## src/rtl/muldiv_pkg.sv

```systemverilog
// Shared types and helpers for the MulDiv unit.
package muldiv_pkg;

    // Operation encoding as presented on the op port
    typedef enum logic [1:0] {
        MUL    = 2'b00,
        MULH   = 2'b01,
        MULHSU = 2'b10,
        MULHU  = 2'b11
    } mul_op_t;

    // Partial-product select feeding the shared 4:1 mux; 2'b11 is the unused leg
    typedef enum logic [1:0] {
        BSEL_ZERO = 2'b00,
        BSEL_M    = 2'b01,
        BSEL_2M   = 2'b10
    } booth_sel_t;

    // Sequencer states
    typedef enum logic [1:0] {
        IDLE = 2'b00,
        BUSY = 2'b01,
        DONE = 2'b10
    } mul_state_t;

    // Radix-4 iterations needed to scan a (width+2)-bit extended multiplier
    function automatic int booth_iters(input int width);
        return width / 2 + 1;
    endfunction

endpackage

```

## src/rtl/booth4_enc.sv

```systemverilog
// Radix-4 Booth recoder: triplet {b[2i+1], b[2i], b[2i-1]} to select plus negate.
module booth4_enc
    import muldiv_pkg::*;
(
    input  logic [2:0]  trip_i,
    output booth_sel_t  sel_o,
    output logic        neg_o
);

    // 000 and 111 both recode to zero; keep neg low there so no stray carry-in
    always_comb begin
        sel_o = BSEL_ZERO;
        neg_o = 1'b0;
        case (trip_i)
            3'b001, 3'b010: sel_o = BSEL_M;
            3'b011:         sel_o = BSEL_2M;
            3'b100: begin
                sel_o = BSEL_2M;
                neg_o = 1'b1;
            end
            3'b101, 3'b110: begin
                sel_o = BSEL_M;
                neg_o = 1'b1;
            end
            default: ;
        endcase
    end

endmodule

```

## src/rtl/booth4_mul_seq.sv

```systemverilog
// Iterative radix-4 Booth multiplier for MUL/MULH/MULHSU/MULHU, one op in flight.
module booth4_mul_seq
    import muldiv_pkg::*;
#(
    parameter int WIDTH = 32
) (
    input  logic             clk,
    input  logic             rst,
    input  logic             flush,
    input  logic             in_valid,
    output logic             in_ready,
    input  logic [1:0]       op,
    input  logic [WIDTH-1:0] op_a,
    input  logic [WIDTH-1:0] op_b,
    output logic             out_valid,
    input  logic             out_ready,
    output logic [WIDTH-1:0] result
);

    localparam int ITERS = booth_iters(WIDTH);
    localparam int EW    = WIDTH + 2;
    localparam int AW    = WIDTH + 3;
    localparam int CW    = $clog2(ITERS);

    mul_state_t       state_q, state_d;
    mul_op_t          op_q, op_d;
    logic [EW-1:0]    mcand_q, mcand_d;
    logic [EW-1:0]    mult_q, mult_d;
    logic             prev_q, prev_d;
    logic [AW-1:0]    acc_q, acc_d;
    logic [CW-1:0]    cnt_q, cnt_d;
    logic [WIDTH-1:0] result_q, result_d;

    booth_sel_t       sel;
    logic             neg;
    logic [AW-1:0]    m_ext;
    logic [AW-1:0]    pp;
    logic [AW-1:0]    acc_sum;
    logic [AW-1:0]    acc_shr;
    logic [EW-1:0]    mult_nx;
    logic             a_signed;
    logic             b_signed;

    booth4_enc u_enc (
        .trip_i ({mult_q[1:0], prev_q}),
        .sel_o  (sel),
        .neg_o  (neg)
    );

    // Shared 4:1 partial-product mux; fourth leg tied to zero
    always_comb begin
        m_ext = {{(AW - EW){mcand_q[EW-1]}}, mcand_q};
        case (sel)
            BSEL_ZERO: pp = '0;
            BSEL_M:    pp = m_ext;
            BSEL_2M:   pp = m_ext << 1;
            default:   pp = '0;
        endcase
    end

    // Add the signed partial product (one's complement plus carry-in) and form the shifted pair
    always_comb begin
        acc_sum = acc_q + (neg ? ~pp : pp) + {{(AW - 1){1'b0}}, neg};
        acc_shr = {{2{acc_sum[AW-1]}}, acc_sum[AW-1:2]};
        mult_nx = {acc_sum[1:0], mult_q[EW-1:2]};
    end

    // Sequencer next state, handshake outputs and datapath loads
    always_comb begin
        state_d   = state_q;
        op_d      = op_q;
        mcand_d   = mcand_q;
        mult_d    = mult_q;
        prev_d    = prev_q;
        acc_d     = acc_q;
        cnt_d     = cnt_q;
        result_d  = result_q;
        in_ready  = 1'b0;
        out_valid = 1'b0;
        a_signed  = (mul_op_t'(op) != MULHU);
        b_signed  = (mul_op_t'(op) == MUL) || (mul_op_t'(op) == MULH);
        case (state_q)
            IDLE: begin
                in_ready = 1'b1;
                if (in_valid) begin
                    op_d    = mul_op_t'(op);
                    mcand_d = {{2{a_signed & op_a[WIDTH-1]}}, op_a};
                    mult_d  = {{2{b_signed & op_b[WIDTH-1]}}, op_b};
                    prev_d  = 1'b0;
                    acc_d   = '0;
                    cnt_d   = '0;
                    state_d = BUSY;
                end
            end
            BUSY: begin
                acc_d  = acc_shr;
                mult_d = mult_nx;
                prev_d = mult_q[1];
                cnt_d  = cnt_q + CW'(1);
                if (cnt_q == CW'(ITERS - 1)) begin
                    state_d  = DONE;
                    // Product now sits in {acc, mult}; mult holds the low WIDTH+2 bits
                    result_d = (op_q == MUL) ? mult_nx[WIDTH-1:0]
                                             : {acc_shr[WIDTH-3:0], mult_nx[WIDTH+1:WIDTH]};
                end
            end
            DONE: begin
                out_valid = 1'b1;
                if (out_ready) state_d = IDLE;
            end
            default: state_d = IDLE;
        endcase
    end

    // State and datapath registers; flush behaves exactly like reset
    always_ff @(posedge clk) begin
        if (rst || flush) begin
            state_q  <= IDLE;
            op_q     <= MUL;
            mcand_q  <= '0;
            mult_q   <= '0;
            prev_q   <= 1'b0;
            acc_q    <= '0;
            cnt_q    <= '0;
            result_q <= '0;
        end else begin
            state_q  <= state_d;
            op_q     <= op_d;
            mcand_q  <= mcand_d;
            mult_q   <= mult_d;
            prev_q   <= prev_d;
            acc_q    <= acc_d;
            cnt_q    <= cnt_d;
            result_q <= result_d;
        end
    end

    assign result = result_q;

endmodule

```

## config.mk

```make
export PLATFORM = sky130hd
export DESIGN_NAME = booth4_mul_seq
export DESIGN_NICKNAME = d
export VERILOG_FILES = /design/src/rtl/muldiv_pkg.sv /design/src/rtl/booth4_enc.sv /design/src/rtl/booth4_mul_seq.sv
export SDC_FILE = /design/constraint.sdc
export NUM_CORES = 1
export LEC_CHECK = 0
export CAP_MARGIN = 5
export CORE_AREA = 2 2 132 134
export CTS_CLUSTER_SIZE = 8
export DETAILED_ROUTE_END_ITERATION = 8
export DIE_AREA = 0 0 134 136
export PLACE_DENSITY_LB_ADDON = 0.05
export SYNTH_ARGS = -nofsm -noshare
export SYNTH_HDL_FRONTEND = slang
export SYNTH_HIERARCHICAL = 1
export SYNTH_SLANG_ARGS = --single-unit
```

## constraint.sdc

```tcl
create_clock -name clk -period 4.6 [get_ports clk]
set_input_delay 0.92 -clock clk [delete_from_list [all_inputs] [get_ports clk]]
set_output_delay 0.92 -clock clk [all_outputs]
set_load 0.1 [all_outputs]
```

==> results by stage, run 1 <==
Critical path:
- At the worst endpoint, the arrival time is 4.43 ns.
- The kind of cell with the highest combined delay along the critical path is compound AO/OA/AOI/OAI gates.
- The setup check on the worst reg-to-reg path leaves a slack of about 0.44 ns.
- The buffers plus inverters on the worst setup path is 1.
- The worst setup path is launched from a flop.
- In this design, the critical path's most frequently occurring cell is nand2_1.
- The slowest cell on the critical path is fa_1.
- Data on the critical path is required at its endpoint by 4.87 ns.
- Traced cell by cell, the critical path runs through nand2_1, o22ai_1, inv_1, ha_2, and3_1, or2_2, fa_1, a211oi_1, o21ai_0, nand2_1, o2111a_1, o41a_1, o21bai_1, a221oi_1, xor2_1, a311oi_1.
- For this run, the slowest stage of the critical path takes approximately 0.43 ns.
- The largest fanout on the critical path is 20.
- The startpoint-to-endpoint class of the critical path is flop to flop.
- The worst setup path is captured at a flop.

Drt:
- The remaining number of nets flagged by the antenna check after routing is 0.
- The final routed wirelength across all metal layers is about 22,000 um.
- Dividing the detail-routed wire length by the instance count gives approximately 17 um.
- The detailed route wirelength on metal2 is 8966 um.
- The total via count after detailed routing is 7,455.
- After detailed routing, the number of vias per cell comes to approximately 5.6.
- The DRC violation total after the first TritonRoute iteration is ~580.
- The total DRC errors in the routed layout is 0.
- The highest metal layer with signal wires is met4.
- The first detailed-routing pass ran for 5 iterations.
- The detailed router put a total of between 10,000 and 15,000 um of wire on met1.
- The met3 wirelength from detailed routing is 1339 um.

Finish:
- The number of fillers in the final layout is 1,639.
- The share of cells above drive strength 1 is around 5.8%.
- The sequential cell area is about 2800 sq um.
- The area growth from synthesis to layout is 22.65%.
- The repair_antennas step left the layout with diodes totalling 0.
- The net count of the finished layout is roughly 1,200.
- The area of combinational cells with multiple inputs is approximately 4700 sq um.

Yosys:
- Sorting the synthesized cells by area gives the leading types as dfxtp_1 (36%), a21oi_1 (9.3%), nand2_1 (8.9%), a22oi_1 (6.1%), ha_1 (5.9%).
- The cell type with the largest total area after synthesis is dfxtp_1.
- The register bit total from synthesis is ~140.
- The count of unique library cells instantiated by Yosys is 56.
- Counting flops with a built-in enable in the synthesized netlist gives 0.
- The synthesized instance count is approximately 1,000.
- The main flop type after synthesis is dfxtp_1.
- The share of flip-flops with an asynchronous set or reset after synthesis is 0%.
- When the netlist entered floorplanning its net count stood at roughly 1,100.
- Averaged over all synthesized cells, the footprint is around 7.6 sq um.
- The Yosys warning count is 6.
- The post-synthesis cell area is just under 8000 sq um.
- In this run the biggest area consumer among cell types represents a little over a third of the synthesized area.
- The fraction of the yosys area taken by sequential cells is between 30% and 40%.

STA:
- The number of max-slew violations in the final report is 0.
- The headroom to the max-slew limit is about a third.
- After layout, the worst path uses a little over 90% of the clock period.
- Setup repair after global routing left no endpoint under its margin.
- The number of hold violations in the final report is 0.
- Across the routed clock network, the largest skew measured is ~0.011 ns.
- Setup violations remaining at the end of the flow were counted as 0.
- Setup total negative slack on the finished layout was measured at 0 ns.
- The achievable clock frequency is 240.2 MHz.
- The final critical path time including I/O delays and setup is around 4.2 ns.
- At the pin with the least slew margin, the transition time is about 1.0 ns.

Clock tree:
- The clock root buffer master is clkbuf_16.
- TritonCTS built the clock tree.
- In this run, post-CTS hold repair placed 0 buffers.
- Counting along the longest clock path gives a buffer depth of 2.
- Clock-pin slew was measured on the worst setup and hold paths at 0.06 ns.
- The number of buffers added by the clock tree synthesis step is 17.
- After clock tree synthesis, the repair step resized 0 gates.
- The tree built by TritonCTS fans out to between 100 and 150 sinks.
- The H-tree depth is 4.
- After clock tree synthesis, the setup repair step added 0 buffers.
- The clock latency at the later pin of the worst-skew pair is 0.43 ns.

Place:
- The half-perimeter wire length after placement is roughly 16,000 um.
- The number of buffers added on ports is ~100.
- The routability-driven placement congestion ratio is ~0.93.

Outcome:
- The run finished with clean final reports.

Pwr:
- The completed layout was analyzed and its total power is just under 3000 uW.
- In this run the static leakage power is approximately 0.0038 uW.
- The worst supply voltage drop on vdd is 0.0002788 V.
- The total power divided by cell area is approximately 310 nW/um^2.

Job:
- The tool flagged a number of max-cap violations equal to 0.

Die:
- The top-level I/O count is between 100 and 150.
- The total number of placement rows is 48.
- The die covers around 18,000 sq um.
- The starting density of the core is a little under half.
- The total area inside the core boundary comes to 16,880 sq um.
- The die is about 130 um wide.
- The die is roughly 140 um tall.

GRT:
- Global routing consumed, over all layers together, between 20% and 30% of the routing resources.
- The maximum number of pins on one net before global-route repair is 70.
- The wire length of the first global-routing pass is roughly 36,000 um.
- The number of antenna violations at the first check in global routing is 0.
- The number of global-route vias before repair is 6,753.
- Summed over all layers, the global routing overflow is 0.

Hold path:
- In this run the worst hold path is classified as flop to flop.
[where the power goes]
| group | switching, uW | total (uW) | internal [uW] |
|---|---|---|---|
| Combinational | 165 | 275 | 110 |
| Clock | 547 | 1430 | 881 |
| Sequential | 17.5 | 1270 | 1250 |
| Total | 730 | 2970 | 2240 |
[routing by layer]
| metal | up-vias | track usage (%) |
|---|---|---|
| li1 | 3787 | - |
| met1 | 3422 | 37.55 |
| met2 | 221 | 35.27 |
| met3 | 25 | 5.145 |
| met4 | 0 | 6.738 |
| met5 | - | 0 |
[stage by stage]
step	setup WS [ns]	cells	hold slack, ns	util, %	area [sq um]
6_report	0.4369	1332	0.4524	57.28	9667
3_5_place_dp	0.3503	1301	0.4465	53.67	9057
3_3_place_gp	0.3852	1301	0.4400	53.67	9057
2_1_floorplan	0.6225	1034	0.4297	-	7881
5_1_grt	0.06083	1332	0.4814	57.28	9667
4_1_cts	0.2933	1332	0.4551	57.21	9656
[layout by cell type, fill, tap and decap left out, types with 3 or more instances in the layout]
master	count
a311oi_1	12
a21o_1	13
a211oi_1	5
nand3_1	34
clkbuf_16	17
ha_1	35
a22oi_1	64
a21oi_1	146
dfxtp_1	142
nand4_1	11
xor2_1	51
nor2b_1	6
nor2_1	80
xnor2_1	11
a21boi_0	3
nor4_1	4
o21ai_0	45
nor3_1	8
clkbuf_1	3
inv_1	13
nand2_1	185
a22o_1	10
or2_2	4
or3_1	4
a31oi_1	8
nand2b_1	5
bufinv_16	3
and3_1	5
clkdlybuf4s50_1	104
buf_4	19
o211ai_1	3
o21bai_1	4
[cell type report]
type,count,area share (%)
Multi-Input combinational cell,798,48.74
Inverter,13,0.5048
Timing Repair Buffer,123,12.24
Tap cell,225,2.912
Clock inverter,9,1.385
Sequential cell,142,29.41
Clock buffer,22,4.802
[state kept, by name, indices dropped and copies added (netlist names)]
name     flops
state_q      2
cnt_q        5
mult_q      34
mcand_q     33
op_q         2
acc_q       33
prev_q       1
result      32
[final timing paths]
check                           cells past startpoint  startpoint    endpoint
worst min-delay path                                2   acc_q[30]   acc_q[30]
worst max-delay path                               16   mult_q[0]  result[28]
worst max register to register                     16   mult_q[0]  result[28]
worst min register to register                      2   acc_q[30]   acc_q[30]
[cell families after synthesis]
logic type	count (synthesis)	share of synthesized area, %
flops	142	36.07
xor+xnor	62	6.890
fa+ha+maj	38	6.128
buf+inv	94	4.540
compound gates	336	26.64
simple gates	362	19.73
[synthesized netlist by cell type, drive strengths merged, types with 3 or more instances]
| library cell | n |
|---|---|
| nand2 | 186 |
| a21oi | 146 |
| dfxtp | 142 |
| nor2 | 82 |
| clkbuf | 70 |
| a22oi | 64 |
| xor2 | 51 |
| o21ai | 47 |
| ha | 37 |
| nand3 | 34 |
| a21o | 13 |
| inv | 13 |
| a311oi | 12 |
| buf | 11 |
| nand4 | 11 |
| xnor2 | 11 |
| a22o | 10 |
| a31oi | 8 |
| nor3 | 8 |
| nor2b | 7 |
| a211oi | 5 |
| and3 | 5 |
| nand2b | 5 |
| or2 | 5 |
| a21boi | 4 |
| and2 | 4 |
| nor4 | 4 |
| o21bai | 4 |
| or3 | 4 |
| o211ai | 3 |
| o31ai | 3 |
[worst min-delay path, delay by kind of cell, from the launching register on]
kind,cells,cell delay (ns)
and+or+nand+nor,1,0.05
DFF,1,0.31
AOI/OAI and AO/OA,1,0.05
(Power assumes the default switching activity.)
==> run 2: changes to the inputs <==
- CORE_AREA: 2 2 132 134 -> 2 2 129 131
- DIE_AREA: 0 0 134 136 -> 0 0 131 133
==> results by stage, run 2 (synthesis gave the netlist of run 1 again) <==
STA:
- The number of hold violations in the final report was 0.
- The number of max-slew violations in the final report is 0.
- The final number of setup-violating endpoints is 0.
- The final worst clock skew is around 0.013 ns.
- The headroom to the max-slew limit is about a third.
- The measured slew at the worst slew-check pin is 1.009 ns.
- The achievable clock frequency is approximately 230 MHz.
- Setup repair after global routing could not meet its margin everywhere.
- After routing, the total negative slack on setup checks comes to 0 ns.
- The final critical path time including I/O delays and setup is around 4.3 ns.
- The fraction of the cycle the final worst path needs is a little over nine tenths.

Drt:
- The number of detailed-routing iterations run before antenna repair is 5.
- The detail route stage leaves a number of antenna-violating nets equal to 0.
- In the routed design, unresolved DRC markers number 0.
- Using the TritonRoute via totals, the vias-per-cell ratio works out to ~5.7.
- Dividing the detail-routed wire length by the instance count gives between 15 and 20 um.
- The final routed wirelength across all metal layers is between 20,000 and 25,000 um.
- The DRC violation total after the first TritonRoute iteration is roughly 610.
- Detailed routing inserted a total of 7,579 vias.

Clock tree:
- TritonCTS built the clock tree.
- The CTS sink count is about 140.
- After clock tree synthesis, the clock-pin slew on the worst setup and hold paths is roughly 0.060 ns.
- The clock root buffer master is clkbuf_16.
- TritonCTS created 17 clock buffers.
- The longest clock path from root to sink contains 2 buffers.
- The clock latency at the later pin of the worst-skew pair is approximately 0.43 ns.
- Hold repair after CTS inserted 0 buffers.
- The H-tree was split into 4 levels.

Finish:
- In the final layout, the share of cells above drive strength 1 is roughly 6.0%.
- mult_q holds more flip-flops than any other register.
- The number of flip-flops under the largest register name is 34.
- The number of fillers in the final layout is around 1,500.
- The final net count is roughly 1,200.
- In the layout the commonest cells are nand2_1 (185), a21oi_1 (146), dfxtp_1 (142).
- In the final layout, the registers with the most flip-flops are mult_q (34), acc_q (33), mcand_q (33).
- Relative to the synthesized area, the layout overhead comes to 22.58%.
- 0 antenna diodes ended up in the layout.
- The library cell used most frequently in the layout, excluding fill and tap cells, is nand2_1.
- The final cell area excluding filler cells is slightly below 10,000 sq um.

Place:
- The routability-driven placement congestion ratio is 0.9040.
- Detailed placement ended at an HPWL of 15,570 um.
- The count of buffers added on input and output ports is roughly 100.
- The cell area after placement is between 9000 and 10,000 sq um.

Critical path:
- The largest incremental delay on the critical path is about 0.49 ns.
- For the worst setup path, the data arrival time is 4.63 ns.
- The depth of the worst register-to-register path is 17.
- The setup path with the least slack is of type flop to flop.
- The buffers plus inverters on the worst setup path is 1.
- The cell that appears most often on the critical path is nor2_1.
- The largest fanout on the critical path is 20.
- The worst register-to-register path begins at mult_q[0].
- Traced cell by cell, the critical path runs through nand2_1, o22ai_1, inv_1, ha_2, a22oi_1, nor2_1, xor2_1, ha_1, nand4_1, nor2_1, nand3_1, o2111a_1, o41a_1, o31a_1, o31ai_4, a21oi_1, a211o_1.
- The worst setup path endpoint is acc_q[33].
- The worst setup path is captured at a flop.
- In this run the number of cells on the critical path is 17.
- The critical path required time is just under 5 ns.
- The worst setup path startpoint is mult_q[0].
- The slowest cell on the critical path is ha_1.
- The end of the worst register-to-register path is acc_q[33].
- The launching element type of the critical path is a flop.
- The minimum setup slack among reg-to-reg paths is ~0.28 ns.
- In this design, the largest share of critical-path delay is due to compound AO/OA/AOI/OAI gates.

Die:
- During I/O placement, the number of pins put on the boundary was roughly 110.
- The area enclosed by the die boundary is approximately 17,000 sq um.
- In this run the vertical extent of the chip is ~130 um.
- The die outline width is roughly 130 um.
- The starting density of the core is 48.74%.
- The core region is approximately 16,000 sq um.
- The total number of placement rows is 47.

Pwr:
- For this design the ratio of total power to cell area is roughly 310 nW/um^2.
- The analysis attributes to cell leakage a power of approximately 0.0038 uW.
- Overall power consumption after layout is estimated at 2959 uW.
- The worst supply voltage drop on vdd is ~0.00025 V.

GRT:
- The maximum number of pins on one net before global-route repair is 73.
- The global-route total usage across every layer is a little over a quarter.
- The number of antenna violations at the first check in global routing was 0.
- The wire length of the first global-routing pass is ~36,000 um.
- The number of global-route vias before repair is approximately 7,000.
- After global routing the overflow that remains totals 0.

Hold path:
- In this run the worst hold path is classified as flop to flop.
- The startpoint identified for the worst hold timing path is acc_q[30].

Outcome:
- The run finished with clean final reports.

Job:
- Max-cap violations in this run came to 0.
==> run 2: worst min-delay path, stage by stage, from the launching register on <==
cell and delay [ns]:
dfxtp_1 0.31, nand2_1 0.05, o21ai_1 0.05
==> run 2: area by class of cell <==
type	count	area (sq um)	share of cell area (%)
clock inverter	12	157.7	1.632
inverter	13	48.80	0.5051
clock buffer	18	429.2	4.442
tap	220	275.3	2.849
sequential	142	2843	29.43
multi-input combinational	798	4716	48.81
timing repair buffer	124	1191	12.33
==> run 2: worst min path at each step <==
stage                  to  slack [ns]  cells past startpoint
2_1_floorplan   acc_q[30]        0.43                      2
3_3_place_gp    acc_q[30]        0.44                      2
3_5_place_dp    acc_q[30]        0.45                      2
4_1_cts         acc_q[30]        0.45                      2
5_1_grt        result[18]        0.49                      2
6_report        acc_q[30]        0.45                      2
==> run 2: routing by layer <==
metal / vias up / track usage (%) / wire length, um
met4: 0 / 6.442 / 219
met3: 15 / 3.963 / 1223
li1: 3798 / - / -
met2: 217 / 37.82 / 9820
met5: - / 0 / 0
met1: 3549 / 40.36 / 11530
==> run 2: what timing repair did <==
action                     in CTS  in global routing
setup buffers                   0                  0
gates resized for setup         0                  2
setup endpoints to repair       0                 21
==> run 2: where the power goes <==
| group | internal, uW | switching, uW |
|---|---|---|
| clock network | 853 | 561 |
| logic | 109 | 167 |
| registers | 1250 | 18.0 |
| total | 2210 | 746 |
==> run 2: metrics by stage <==
stage / utilization [%] / std cells / hold slack (ns) / worst slack, ns
final: 59.74 / 1327 / 0.4532 / 0.2822
after global routing: 59.74 / 1327 / 0.4923 / -0.03739
after CTS: 59.68 / 1327 / 0.4541 / 0.1403
after detailed placement: 56.05 / 1297 / 0.4456 / 0.2104
after global placement: 56.05 / 1297 / 0.4411 / 0.3052
after floorplan: - / 1034 / 0.4297 / 0.6225
==> run 3: changes to the inputs <==
- DONT_BUFFER_PORTS: unset -> 1
- TNS_END_PERCENT: unset -> 5
==> results by stage, run 3 (synthesis gave the netlist of run 1 again) <==
Die:
- The total number of placement rows is 47.
- In this run the vertical extent of the chip is 133 um.
- From left edge to right edge, the die measures between 100 and 150 um.
- The core region area is ~16,000 sq um.
- The initial utilization of the core area, before any placement, comes to between 40% and 50%.
- During I/O placement, the number of pins put on the boundary was between 100 and 150.
- The die covers between 15,000 and 20,000 sq um.

GRT:
- The first global-routing pass estimated roughly 34,000 um of wire.
- Entering global routing, the biggest net connects 59 pins.
- After global routing the overflow that remains totals 0.
- The number of antenna violations at the first check in global routing came to 0.
- Global routing used between 20% and 30% of the available tracks.
- The number of global-route vias before repair is around 6,400.

Critical path:
- At the worst endpoint, the arrival time is around 4.5 ns.
- The largest fanout on the critical path is 9.
- The worst setup path startpoint is prev_q.
- Together, buffers and inverters on the worst path number 1.
- The nature of the critical path endpoint is a flop.
- The launching element type of the critical path is a flop.
- In this design, the stage delay of the slowest critical-path cell is roughly 0.43 ns.
- The slowest stage of the critical path belongs to the cell ha_1.
- For the worst setup path, the data required time is a little under 5 ns.
- The end of the worst register-to-register path is acc_q[33].
- The kind of cell with the highest combined delay along the critical path is compound AO/OA/AOI/OAI gates.
- The origin of the critical flop-to-flop path is prev_q.
- Counting cells, the worst reg-to-reg path comes to 17.
- The critical path in this run is classified as flop to flop.
- The critical path goes through nand2b_1, o22ai_1, ha_1, buf_4, a22oi_1, nor2_1, xor2_1, ha_1, a21oi_1, o21ai_0, o21ai_0, o2111a_1, o41a_1, o31a_1, o31ai_4, a21oi_1, a211o_1.
- The minimum setup slack among reg-to-reg paths is ~0.37 ns.

Clock tree:
- The tree built by TritonCTS fans out to ~140 sinks.
- TritonCTS built the clock tree.
- Counting along the longest clock path gives a buffer depth of 2.
- The clock latency at the later pin of the worst-skew pair is roughly 0.42 ns.
- The clock transition at the register clock pins on the worst setup and hold paths after CTS is around 0.060 ns.
- The H-tree depth is 4.
- Buffers inserted to repair hold after CTS numbered 0.
- The number of setup buffers added after CTS is 0.
- In this run, CTS created clock tree buffers numbering 17.
- The clock root buffer master is clkbuf_16.

STA:
- Setup repair after global routing left no endpoint under its margin.
- Across all hold checks on the routed design, the worst slack comes to roughly 0.47 ns.
- The routed design could run at a clock period as short as roughly 4.2 ns.
- The number of max-slew violations in the final report came to 0.
- The final worst clock skew is 0.005419 ns.
- The setup TNS is 0 ns.
- At the pin with the least slew margin, the transition time is ~1.1 ns.
- Headroom to the max-slew limit came out at between 20 and 30%.
- The worst setup slack after layout is between 0.3 and 0.4 ns.
- The achievable clock frequency is ~240 MHz.
- The number of hold violations in the final report is 0.
- The fraction of the cycle the final worst path needs is between 90 and 100%.
- The final number of setup-violating endpoints is 0.

Drt:
- The final routed wirelength across all metal layers is roughly 22,000 um.
- The total via count after detailed routing is approximately 7,100.
- After detailed routing, the number of remaining DRC violations is 0.
- The DRC violation total after the first TritonRoute iteration is 470.
- The count of nets left with antenna violations once routing finished came out at 0.
- After detailed routing, the average wire length per cell comes to 17.58 um.
- The average via count per standard cell is 5.764.
- The number of detailed-routing iterations run before antenna repair is 4.

Finish:
- Leaving out fill and tap cells, the most frequent cell in the layout is nand2_1.
- Cells with a size suffix above 1 make up under 10% of the layout.
- The register with the most flip-flops in the layout has 34 of them.
- After filler insertion, the fill cell instance count of the layout stands at between 1,500 and 2,000.
- The largest registers in the layout are mult_q (34), acc_q (33), mcand_q (33).
- The register containing the most flip-flops in the final layout is mult_q.
- The final cell utilization of the core is a little over half.
- The final net count is about 1,100.
- The area growth from synthesis to layout is 9.224%.
- The top cell types in the final layout, fill and taps aside, are nand2_1 (185), a21oi_1 (146), dfxtp_1 (142).
- The number of antenna diodes in the final layout is 0.

Pwr:
- The post-route total power is around 2800 uW.
- Of the total power, combinational logic draws under 10%.
- The cell-internal power is about 2100 uW.
- The leakage power total is 0.003365 uW.
- The sequential cell fraction of total power is around 45%.
- The switching part of the total power is roughly a quarter.
- In this run, the clock network consumes a little under half of the power.
- The worst supply voltage drop on vdd is approximately 0.00025 V.
- The total power divided by cell area is between 300 and 400 nW/um^2.
- In this run the power spent charging and discharging nets is around 730 uW.

Hold path:
- The worst hold path was traced through 2 stages.
- The hold path startpoint is mcand_q[18].
- The kind of path behind the tightest hold check is flop to flop.
- For hold timing, the worst endpoint is mcand_q[18].

Place:
- The half-perimeter wire length after placement is approximately 15,000 um.
- The number of buffers added on ports is 0.
- OpenSTA, run right after detailed placement, puts the worst setup slack at approximately 0.3 ns.
- The routability-driven placement congestion ratio is just over 0.9.

Outcome:
- The flow ran to the end, and the final reports show no timing, DRC or antenna violations.

Job:
- Across the run, the number of max-cap violations was 0.
[run 3: power groups by stage]
stage / clock network (uW) / logic [uW] / registers (uW)
5_1_grt: 1440 / 234 / 1270
2_1_floorplan: 0 / 157 / 1290
3_3_place_gp: 0 / 212 / 1300
3_5_place_dp: 0 / 212 / 1300
6_report: 1360 / 210 / 1270
4_1_cts: 1390 / 212 / 1270
[run 3: how the worst max path moves through the flow]
stage	to	slack [ns]	cells past startpoint
global placement	result[31]	0.39	18
floorplan	acc_q[33]	0.62	20
CTS	acc_q[33]	0.29	17
global route	result[29]	0.07	18
detailed placement	acc_q[33]	0.31	17
finish	acc_q[33]	0.37	17
[run 3: layout make-up]
class                           count  area, sq um  area share [%]
Multi-Input combinational cell    798         4718           54.81
Sequential cell                   142         2843           33.02
Clock buffer                       19        432.9           5.029
Tap cell                          220        275.3           3.198
Timing Repair Buffer               20        150.1           1.744
Clock inverter                     13        140.1           1.628
Inverter                           13        48.80          0.5669
[run 3: per-stage QoR]
| step | area (sq um) | cells |
|---|---|---|
| after detailed placement | 8033 | 1193 |
| after global placement | 8033 | 1193 |
| after global routing | 8608 | 1225 |
| after floorplan | 7881 | 1034 |
| final | 8608 | 1225 |
| after CTS | 8606 | 1225 |
[run 3: per-layer routing]
metal | track usage (%) | up-vias | share of wire, %
li1 | - | 3589 | -
met5 | 0 | - | 0
met3 | 5.055 | 23 | 6.7
met2 | 34.57 | 175 | 41
met4 | 7.506 | 0 | 1.5
met1 | 37.77 | 3274 | 50
[run 3: worst register-to-register path, cell delays in order (launching register included)]
cell	delay [ns]
dfxtp_1	0.34
nand2b_1	0.15
o22ai_1	0.19
ha_1	0.36
buf_4	0.22
a22oi_1	0.07
nor2_1	0.14
xor2_1	0.09
ha_1	0.43
a21oi_1	0.10
o21ai_0	0.34
o21ai_0	0.16
o2111a_1	0.18
o41a_1	0.39
o31a_1	0.38
o31ai_4	0.23
a21oi_1	0.11
a211o_1	0.26
[run 3: what timing repair did]
action	CTS	global route
endpoints found under the hold margin	0	0
endpoints found under the setup margin	0	12
resized for setup	0	1
